`config.mk`:
```
export PLATFORM = sky130hd
export DESIGN_NAME = pipeline_hazard_ctrl
export DESIGN_NICKNAME = d
export VERILOG_FILES = /design/src/rtl/pipeline_pkg.sv /design/src/rtl/lsb_encoder8.sv /design/src/rtl/pipeline_hazard_ctrl.sv
export SDC_FILE = /design/constraint.sdc
export NUM_CORES = 1
export LEC_CHECK = 0
export ABC_CLOCK_PERIOD_IN_PS = 1800
export CAP_MARGIN = 25
export CORE_MARGIN = 4
export CORE_UTILIZATION = 37
export CTS_CLUSTER_DIAMETER = 120
export CTS_CLUSTER_SIZE = 10
export DETAILED_ROUTE_END_ITERATION = 12
export PLACE_DENSITY_LB_ADDON = 0.25
export SYNTH_ARGS = -nofsm -noshare
export SYNTH_HDL_FRONTEND = slang
export SYNTH_SLANG_ARGS = --single-unit
```
`constraint.sdc`:
```
create_clock -name clk -period 1.8 [get_ports clk]
set_input_delay 0.36 -clock clk [delete_from_list [all_inputs] [get_ports clk]]
set_output_delay 0.36 -clock clk [all_outputs]
set_load 0.05 [all_outputs]
```
`src/rtl/pipeline_pkg.sv`:
```
// Shared constants for the pipeline hazard controller: opcodes, FSM encoding
// and pipeline-register stage indices for the pr_write / pr_flush vectors.
package pipeline_pkg;

  localparam logic [3:0] OPC_LM = 4'b0110;  // load multiple
  localparam logic [3:0] OPC_SM = 4'b0111;  // store multiple
  localparam logic [3:0] OPC_LW = 4'b0100;  // load word

  typedef enum logic {
    StRun = 1'b0,
    StSeq = 1'b1
  } hz_state_e;

  // Bit positions in pr_write / pr_flush (bit 0 = pipeline register 1).
  localparam int unsigned NUM_STAGES = 5;
  localparam int unsigned STG_PR1    = 0;
  localparam int unsigned STG_PR2    = 1;
  localparam int unsigned STG_PR3    = 2;
  localparam int unsigned STG_PR4    = 3;
  localparam int unsigned STG_PR5    = 4;

endpackage

```
`src/rtl/lsb_encoder8.sv`:
```
// Lowest-set-bit encoder for the 8-bit LM/SM register list: returns the index
// of the lowest set bit and a one-hot mask selecting that bit (zero if empty).
module lsb_encoder8 (
  input  logic [7:0] i_mask,
  output logic [2:0] o_idx,
  output logic [7:0] o_clr
);

  // Isolate the lowest set bit (two's-complement trick).
  assign o_clr = i_mask & (~i_mask + 8'd1);

  // Scan from the top so the lowest set bit wins.
  always_comb begin
    o_idx = 3'd0;
    for (int i = 7; i >= 0; i--) begin
      if (i_mask[i]) o_idx = 3'(i);
    end
  end

endmodule

```
`src/rtl/pipeline_hazard_ctrl.sv`:
```
// Pipeline hazard controller: load-use stall, redirect flush and LM/SM
// micro-sequencing of the decode-stage instruction.
// Build option: define LOAD_USE_STALL_EN to enable the load-use stall; when
// undefined, ex_opcode/ex_rd are ignored and software schedules loads.
module pipeline_hazard_ctrl
  import pipeline_pkg::*;
#(
  parameter logic [3:0] OP_LM = OPC_LM,
  parameter logic [3:0] OP_SM = OPC_SM,
  parameter logic [3:0] OP_LW = OPC_LW
) (
  input  logic       clk,
  input  logic       reset,
  input  logic [3:0] id_opcode,
  input  logic [2:0] id_ra,
  input  logic [2:0] id_rb,
  input  logic       id_uses_ra,
  input  logic       id_uses_rb,
  input  logic [7:0] id_imm8,
  input  logic [3:0] ex_opcode,
  input  logic [2:0] ex_rd,
  input  logic       redirect,
  output logic       pc_write,
  output logic [4:0] pr_write,
  output logic [4:0] pr_flush,
  output logic       lmsm_valid,
  output logic [2:0] lmsm_reg,
  output logic [2:0] lmsm_offset
);

  hz_state_e  r_state, w_state_next;
  logic [7:0] r_mask, w_mask_next;
  logic [2:0] r_off, w_off_next;

  logic [2:0] w_lsb_idx;
  logic [7:0] w_lsb_clr;
  logic       w_load_use;
  logic       w_is_lmsm;
  logic       w_multi;

  lsb_encoder8 u_lsb (
    .i_mask (r_mask),
    .o_idx  (w_lsb_idx),
    .o_clr  (w_lsb_clr)
  );

`ifdef LOAD_USE_STALL_EN
  assign w_load_use = (ex_opcode == OP_LW) &&
                      ((id_uses_ra && (id_ra == ex_rd)) || (id_uses_rb && (id_rb == ex_rd)));
`else
  logic w_unused_ex;
  assign w_unused_ex = ^{ex_opcode, ex_rd, id_ra, id_rb, id_uses_ra, id_uses_rb, OP_LW};
  assign w_load_use  = 1'b0;
`endif

  assign w_is_lmsm = (id_opcode == OP_LM) || (id_opcode == OP_SM);
  // More than one bit left means this is not the final transfer.
  assign w_multi   = |(r_mask & (r_mask - 8'd1));

  // Next-state and output decode; redirect outranks load-use, which outranks LM/SM.
  always_comb begin
    w_state_next = r_state;
    w_mask_next  = r_mask;
    w_off_next   = r_off;
    pc_write     = 1'b1;
    pr_write     = 5'b11111;
    pr_flush     = 5'b00000;
    lmsm_valid   = 1'b0;
    lmsm_reg     = 3'd0;
    lmsm_offset  = 3'd0;

    if (redirect) begin
      pr_flush[STG_PR1] = 1'b1;
      pr_flush[STG_PR2] = 1'b1;
      w_state_next      = StRun;
      w_mask_next       = 8'h00;
      w_off_next        = 3'd0;
    end else begin
      case (r_state)
        StRun: begin
          if (w_load_use) begin
            pc_write          = 1'b0;
            pr_write[STG_PR1] = 1'b0;
            pr_flush[STG_PR2] = 1'b1;
          end else if (w_is_lmsm && (id_imm8 != 8'h00)) begin
            pc_write          = 1'b0;
            pr_write[STG_PR1] = 1'b0;
            w_mask_next       = id_imm8;
            w_off_next        = 3'd0;
            w_state_next      = StSeq;
          end
        end
        StSeq: begin
          lmsm_valid  = 1'b1;
          lmsm_reg    = w_lsb_idx;
          lmsm_offset = r_off;
          w_mask_next = r_mask & ~w_lsb_clr;
          w_off_next  = r_off + 3'd1;
          if (w_multi) begin
            pc_write          = 1'b0;
            pr_write[STG_PR1] = 1'b0;
          end else begin
            w_state_next = StRun;
          end
        end
        default: w_state_next = StRun;
      endcase
    end

    // Reset forces a full bubble and a frozen PC regardless of state.
    if (!reset) begin
      pc_write    = 1'b0;
      pr_write    = 5'b11111;
      pr_flush    = 5'b11111;
      lmsm_valid  = 1'b0;
      lmsm_reg    = 3'd0;
      lmsm_offset = 3'd0;
    end
  end

  // State, list mask and transfer offset registers with synchronous reset.
  always_ff @(posedge clk) begin
    if (!reset) begin
      r_state <= StRun;
      r_mask  <= 8'h00;
      r_off   <= 3'd0;
    end else begin
      r_state <= w_state_next;
      r_mask  <= w_mask_next;
      r_off   <= w_off_next;
    end
  end

endmodule

```
Yosys cells after proc, flatten, opt, wreduce, memory -nomap -nowiden
Cells that the tools add are included.
{"block": "op_classes", "add_sub_neg": 3, "n_mul": 0, "n_div": 0, "order_cmp": 0, "n_eq_ne": 3, "n_shift": 0, "n_mux": 32, "n_bitwise": 7, "reduce_logical": 5}
{"cell": "$mux W3", "count": 15}
{"cell": "$and A8 B8 Y8", "count": 3}
{"cell": "$not A8 Y8", "count": 2}
{"cell": "$pmux W8 S2", "count": 1}
{"cell": "$mux W1", "count": 11}
{"cell": "$add A8 B1 Y8 const B", "count": 1}
{"cell": "$eq A4 B3 Y1 const B", "count": 2}
{"cell": "$mux W8", "count": 1}
{"cell": "$reduce_bool A8 Y1", "count": 1}
{"cell": "$reduce_or A8 Y1", "count": 1}
{"cell": "$sub A8 B1 Y8 const B", "count": 1}
{"cell": "$pmux W3 S2", "count": 1}
{"cell": "$mux W5", "count": 1}
{"cell": "$pmux W1 S2", "count": 2}
{"cell": "$add A3 B1 Y3 const B", "count": 1}
{"cell": "$ne A2 B2 Y1 const B", "count": 1}
{"cell": "$not A1 Y1", "count": 2}
{"cell": "$reduce_or A2 Y1", "count": 1}
{"cell": "$logic_and A1 B1 Y1", "count": 1}
{"cell": "$logic_or A1 B1 Y1", "count": 1}
{"block": "totals", "register_bits": 12, "latch_bits": 0, "mem_bits_rw": 0, "romBits": 0, "inputBits": 30, "elab_cells": 53, "memories": 0}

Logic depth before layout (Yosys ltp)
{"block": "logic_depth", "word_depth": 11, "depth_mapped": 5}

By module
Synthesis repeated with hierarchy kept, for this count alone.
{"block": "hier_totals", "hier_cells": 107, "hier_area_um2": 900.9}
{"module": "pipeline_hazard_ctrl", "instances": 1, "cells_per_inst": 87, "area_each_um2": 754.5, "seq_area_each_um2": 240.2}
{"module": "lsb_encoder8", "instances": 1, "cells_per_inst": 20, "area_each_um2": 146.4, "seq_area_each_um2": 0.0}

Worst setup path before layout
Ideal clock, no wire load.
{"block": "synth_timing", "kind": "input -> output", "start": "input port reset", "end": "output port lmsm_reg[0]", "arrival_time_ns": 3.442, "required_time_ns": 1.440, "slack_ns": -2.002, "stages": 4, "path_buffers": 0, "cell_sequence": "inv_1 -> nor2_1 -> inv_1 -> a2111oi_0"}
{"block": "synth_via", "elab_chain_len": 1}
{"element": "start, declared", "line": "pipeline_hazard_ctrl.sv:13", "rtl": "input logic reset,"}
{"element": "$mux W3", "line": "pipeline_hazard_ctrl.sv:111", "rtl": "if (!reset) begin"}
{"element": "end, declared", "line": "pipeline_hazard_ctrl.sv:27", "rtl": "output logic [2:0] lmsm_reg,"}
No other way between the ends.

Worst setup path in the final report
{"block": "layout_timing", "start": "register r_mask[1]", "end": "output port pr_write[0]"}
{"block": "layout_via", "elab_chain_len": 7}
{"element": "start, declared", "line": "pipeline_hazard_ctrl.sv:32", "rtl": "logic [7:0] r_mask, w_mask_next;"}
{"element": "start signal, assigned", "line": "pipeline_hazard_ctrl.sv:129", "rtl": "r_mask <= w_mask_next;"}
{"element": "$sub A8 B1 Y8", "line": "pipeline_hazard_ctrl.sv:58", "rtl": "assign w_multi = |(r_mask & (r_mask - 8'd1));"}
{"element": "$and A8 B8 Y8 *", "line": "pipeline_hazard_ctrl.sv:58"}
{"element": "$reduce_or A8 Y1 *", "line": "pipeline_hazard_ctrl.sv:58"}
{"element": "$mux W1 *", "line": "pipeline_hazard_ctrl.sv:99", "rtl": "if (w_multi) begin"}
{"element": "$pmux W1 S2 *", "line": "pipeline_hazard_ctrl.sv:79", "rtl": "case (r_state)"}
{"element": "$mux W1 *", "line": "pipeline_hazard_ctrl.sv:72", "rtl": "if (redirect) begin"}
{"element": "$mux W1 *", "line": "pipeline_hazard_ctrl.sv:111"}
{"element": "end, declared", "line": "pipeline_hazard_ctrl.sv:24", "rtl": "output logic [4:0] pr_write,"}
Mark *: on every way between the ends. The rest lies on a longest branch, timed or not.

==> out/qor.txt <==
R2R cell count -> 4
Top cell type's share of synthesized area -> 0.295
Critical Path Start Type -> register
Min-delay worst type -> primary input to register
Final Hold Vio Count -> 0
Layout cells sized above 1 -> 0.544
Top_reg_cell synth -> dfxtp_1
Reg2reg start -> r_mask[1]$_SDFFE_PP0P_
Max cap viols -> 0
Worst setup EP type -> output port
Largest area contributor in the netlist -> dfxtp_1
CORE AREA -> 2020 µm²
Drt pass-1 iters -> 4
Die H -> 54.9 µm
Final period utilization -> 1.23
Top Ports -> 48
Pint -> 0.000423 W
Failing checks -> setup timing
Psw -> 0.000196 W
Max Freq -> 451 MHz
Setup TNS -> -1.01 ns
Logic pwr share -> 0.297
GRT met1 Usage -> 0.241
CTS sink count -> 12
Worst skew pair latency -> 0.27 ns
Setup CP Type -> register to output port
CTS root buffer -> clkbuf_4
Status -> finished, violations left
Via count -> 966
Worst EP required -> 1.44 ns
Final worst slack -> -0.419 ns
Synth Instances -> 102
Final Max Tran Viols -> 0
Min-Delay Startpoint -> id_imm8[7]
Clock skew -> 0.00574 ns
Vias in the first global route -> 979
Yosys Warn Count -> 0
Max VDD drop -> 0.328 mV
RSZ-0062 raised after global routing -> yes
CTS tree -> yes
WP data arrival -> 1.86 ns
H-tree depth -> 1
Avg WL per Cell -> 15.5 µm
Post-DP HPWL -> 2000 µm
Starting DRC count in detailed routing -> 22
Hold Path Stages -> 3
Wire length of the first global-routing pass -> 4360 µm
Most common cell after layout, fill and taps aside -> buf_4
Mapped Avg Cell Area -> 7.97 µm²
Grt total ovfl -> 0
CP Max Fanout -> 4
Switching power share of the total -> 0.317
Initial Util -> 0.402
Routed Antenna Nets -> 0
Flops & latches, synth -> 12
GRT met3 Usage -> 0.0354
Synthesized area -> 813 µm²
CTS max path bufs -> 2
PortBufs -> 27
Worst Hold Slack -> 0.433 ns
Setup-failing EPs final -> 5
Placer Congestion -> 0.831
Gr busiest metal -> met2
DRT Wirelength -> 2720 µm
Layout area overhead -> 92.6%
Pwr/cell area -> 395 nW/µm²
Sequential share of the synthesized area -> 0.295
Reg clk slew, reported paths -> 0.08 ns
Share of power burned in registers -> 0.438
GRT Resource Usage Total -> 0.206
Die ar. -> 3010 µm²
CP startpoint -> r_mask[1]$_SDFFE_PP0P_
DRC -> 0
CTS Buf Count -> 3
Hold Buf Count CTS -> 0
# nets final -> 182
Mean number of vias per cell -> 5.49
Antenna violations before repair -> 0
Clk pwr share -> 0.265
Async SR Flop Fraction -> 0
Antenna Diode Count -> 0
Largest net degree at the start of global routing -> 10
Die X -> 54.9 µm
# rows -> 16
Leak -> 0.614 nW
Tmin final -> 2.22 ns
Synth top area cells -> dfxtp_1 30%, a21oi_1 8.0%, buf_4 7.4%
Post-synth EDFFs -> 0
Grt met2 use -> 0.356
Distinct cell type count after synthesis -> 37
Most frequent cells in the layout -> 26 x buf_4, 11 x a21oi_1, 11 x buf_12
## metal layers
layer,up-vias,routed length (µm)
met2,38,1400
met3,4,157
met1,463,1130
li1,461,-
met4,0,35
met5,-,0
## cells in the mapped netlist (3+ instances only)
cell type  instances
a21oi_1           13
dfxtp_1           12
nand2_1           10
buf_4              8
nand3_1            7
nor2_1             5
inv_1              4
and2_1             3
nand2b_1           3
nor3_1             3
## power groups by stage
stage | combinational (W) | clock (W) | sequential (W)
global route | 0.000193 | 0.000185 | 0.000271
floorplan | 0.000108 | 0 | 0.000277
CTS | 0.000179 | 0.000166 | 0.000272
finish | 0.000184 | 0.000164 | 0.000271
global placement | 0.000174 | 0 | 0.000278
detailed placement | 0.000177 | 0 | 0.000278
## worst max-delay path: stages, from the launching register on
cell	delay, ns
dfxtp_1	0.37
o41ai_2	0.41
a32oi_2	0.26
o311ai_4	0.37
buf_12	0.18
## cells by family (layout without fill, tap and decap cells)
kind of cell / count (synthesis) / count (layout) / synth area share
simple gates: 37 / 37 / 0.252
compound gates: 31 / 31 / 0.266
buf+inv: 16 / 60 / 0.114
flops: 12 / 12 / 0.295
fa+ha+maj: 3 / 3 / 0.0431
mux: 2 / 2 / 0.0246
other cells: 1 / 4 / 0.00461
## per-stage QoR
stage / worst slack (ns) / instances / utilization / total power, W / area, µm²
after floorplan: -0.313 / 105 / - / 0.000385 / 968
after global placement: -0.460 / 167 / 0.707 / 0.000451 / 1430
after detailed placement: -0.500 / 167 / 0.707 / 0.000455 / 1430
after CTS: -0.390 / 173 / 0.746 / 0.000617 / 1510
after global routing: -0.492 / 176 / 0.775 / 0.000649 / 1570
final: -0.419 / 176 / 0.775 / 0.000619 / 1570
## area by class of cell
type,instances,area (µm²)
Fill cell,130,455
Multi-Input combinational cell,77,652
Sequential cell,12,250
Inverter,5,26.3
Tap cell,27,33.8
Clock buffer,3,22.5
Timing Repair Buffer,52,582
## timing repair
action                     in CTS  in global routing
buffers inserted                3                  3
setup endpoints to repair      11                  9
cloned                          0                  0
gates resized for setup        21                 11
pin swaps                      14                  9
## registers in the layout, indices dropped and copies added, names as in the netlist
signal / flops
r_mask: 8
r_state: 1
r_off: 3
## final timing paths
path	endpoint	slack, ns
setup reg to reg	r_state$_SDFF_PP0_	0.15
hold reg to reg	r_mask[6]$_SDFFE_PP0P_	0.49
setup / recovery	pr_write[0]	-0.42
hold / removal	r_mask[7]$_SDFFE_PP0P_	0.43
No activity file was read; power rests on OpenSTA's default activity.
==> RTL change, RTL diff (same flow settings) <==
Add a define of `LOAD_USE_STALL_EN`.
--- a/src/rtl/pipeline_hazard_ctrl.sv
+++ b/src/rtl/pipeline_hazard_ctrl.sv
@@ -2,6 +2,8 @@
 // micro-sequencing of the decode-stage instruction.
 // Build option: define LOAD_USE_STALL_EN to enable the load-use stall; when
 // undefined, ex_opcode/ex_rd are ignored and software schedules loads.
+`define LOAD_USE_STALL_EN
+
 module pipeline_hazard_ctrl
   import pipeline_pkg::*;
 #(
Behaviour: not the same (Yosys sat finds a counterexample within 4 cycles, from zero or initial values).
==> RTL change against the unedited design <==
The flow still finishes with violations (negative setup slack). Cell area is 25% higher. Sequential cell count stayed put. Global-route usage is 3.8 points higher. Clock power is 35% higher. Total power is 25% higher. Setup slack better by 0.069 ns. Area after synthesis is 16% higher. Register-to-register slack better by 0.22 ns. Wire length is 56% higher. Worst hold slack worse by 0.050 ns.
==> RTL change: results (changes against the unedited design) <==
| Metric | Value |
|---|---|
| Fraction of layout cells with a size suffix above 1 | 55.08% (was 54.36%) |
| Crit path max fanout | 2 (was 4) |
| Core ar. | 0.002318 mm^2 (was 0.002022 mm^2) |
| Multiplexer share of the synthesized area | 5.326% (was 2.462%) |
| First-pass GRT wire length | 6210 um (was 4360 um) |
| Detailed router's first-iteration violation count | 52 (was 22) |
| PwrDens | 396.5 mW/mm^2 (was 395.1 mW/mm^2) |
| Delay-heaviest family, CP | buffers and inverters (was compound AO/OA/AOI/OAI gates) |
| Slowest cell on crit path | clkdlybuf4s50_1 (was o41ai_2) |
| Global Route met2 Usage | 44.34% (was 35.63%) |
| CP arrival | 1.79 ns (was 1.86 ns) |
| Clock skew | 0.002796 ns (was 0.005738 ns) |
| Nets@finish | 219 (was 182) |
| GR Layer Usage met1 | 23.97% (was 24.06%) |
| Total power | 773.4 uW (was 619.0 uW) |
| Crit-path max cell delay | 0.46 ns (was 0.41 ns) |
| Status | finished, violations left (unchanged) |
| Maximum VDD drop | 529.0 uV (was 328.5 uV) |
| FILL cells | 131 (was 130) |
| Comb pwr share | 36.8% (was 29.7%) |
| Clk pwr | 221 uW (was 164 uW) |
| #MultiIn Comb | 94 (was 77) |
| Placed inst area | 0.001684 mm^2 (was 0.001429 mm^2) |
| Layout clock buffers | 4 (was 3) |
| Post-synthesis sequential area ratio | 25.57% (was 29.54%) |
| P_int | 519.1 uW (was 422.5 uW) |
| Buffering overhead | 38.42% (was 37.14%) |
| Syn Area/Cell | 7.766 um^2 (was 7.973 um^2) |
| Compound-Gate Fraction of Synth Area | 20.64% (was 26.62%) |
| Met3 Track Usage GR | 7.456% (was 3.542%) |
| Final Wtd Congestion | 0.8382 (was 0.8305) |
| Synth area leaders | dfxtp_1 (26%), nand2_1 (6.4%), xnor2_1 (5.6%) (was dfxtp_1 (30%), a21oi_1 (8.0%), buf_4 (7.4%)) |
| Final worst slack | -0.3499 ns (was -0.4187 ns) |
| Total track usage | 24.33% (was 20.56%) |
| Final Setup Violations | 5 (unchanged) |
| Vias per cell | 5.814 (was 5.489) |
| Violations in the final reports | negative setup slack (unchanged) |
| Met2 routed WL | 2304 um (was 1401 um) |
| Signal inverters | 6 (was 5) |
| Post-Route Setup TNS | -0.6958 ns (was -1.015 ns) |
| Via count | 1250 (was 966) |
| Wirelength per Cell | 19.79 um (was 15.46 um) |
| Post-Synth XOR/XNOR Area | 5.593% (was 0%) |
| Clock network contribution to total cell area | 1.860% (was 1.438%) |
| Total placed cells including tap cells | 203 (was 167) |
| Post-synth top cells | nand2_1 (16), dfxtp_1 (12), nand3_1 (7) (was a21oi_1 (13), dfxtp_1 (12), nand2_1 (10), buf_4 (8), nand3_1 (7)) |
| Port Buffers | 42 (was 27) |
[RTL change: kinds of logic after synthesis]
kind of cell / Yosys count
mux: 5
xor+xnor: 6
buf+inv: 18
simple gates: 50
fa+ha+maj: 3
other cells: 1
flops: 12
compound gates: 26
[RTL change: what timing repair did]
| action | 4_1_cts | 5_1_grt |
|---|---|---|
| setup endpoints to repair | 18 | 12 |
| pin swaps | 19 | 15 |
| buffers inserted | 3 | 5 |
| cloned | 0 | 0 |
| resized for setup | 66 | 28 |
| hold buffers | 0 | 0 |
[RTL change: worst paths after layout]
| kind | cells past startpoint | slack (ns) | start | end |
|---|---|---|---|---|
| max | 6 | -0.35 | id_imm8[0] | pc_write |
| max reg2reg | 5 | 0.37 | r_mask[2] | r_state |
| min reg2reg | 2 | 0.52 | r_off[0] | r_off[0] |
| min | 3 | 0.38 | id_imm8[6] | r_mask[6] |
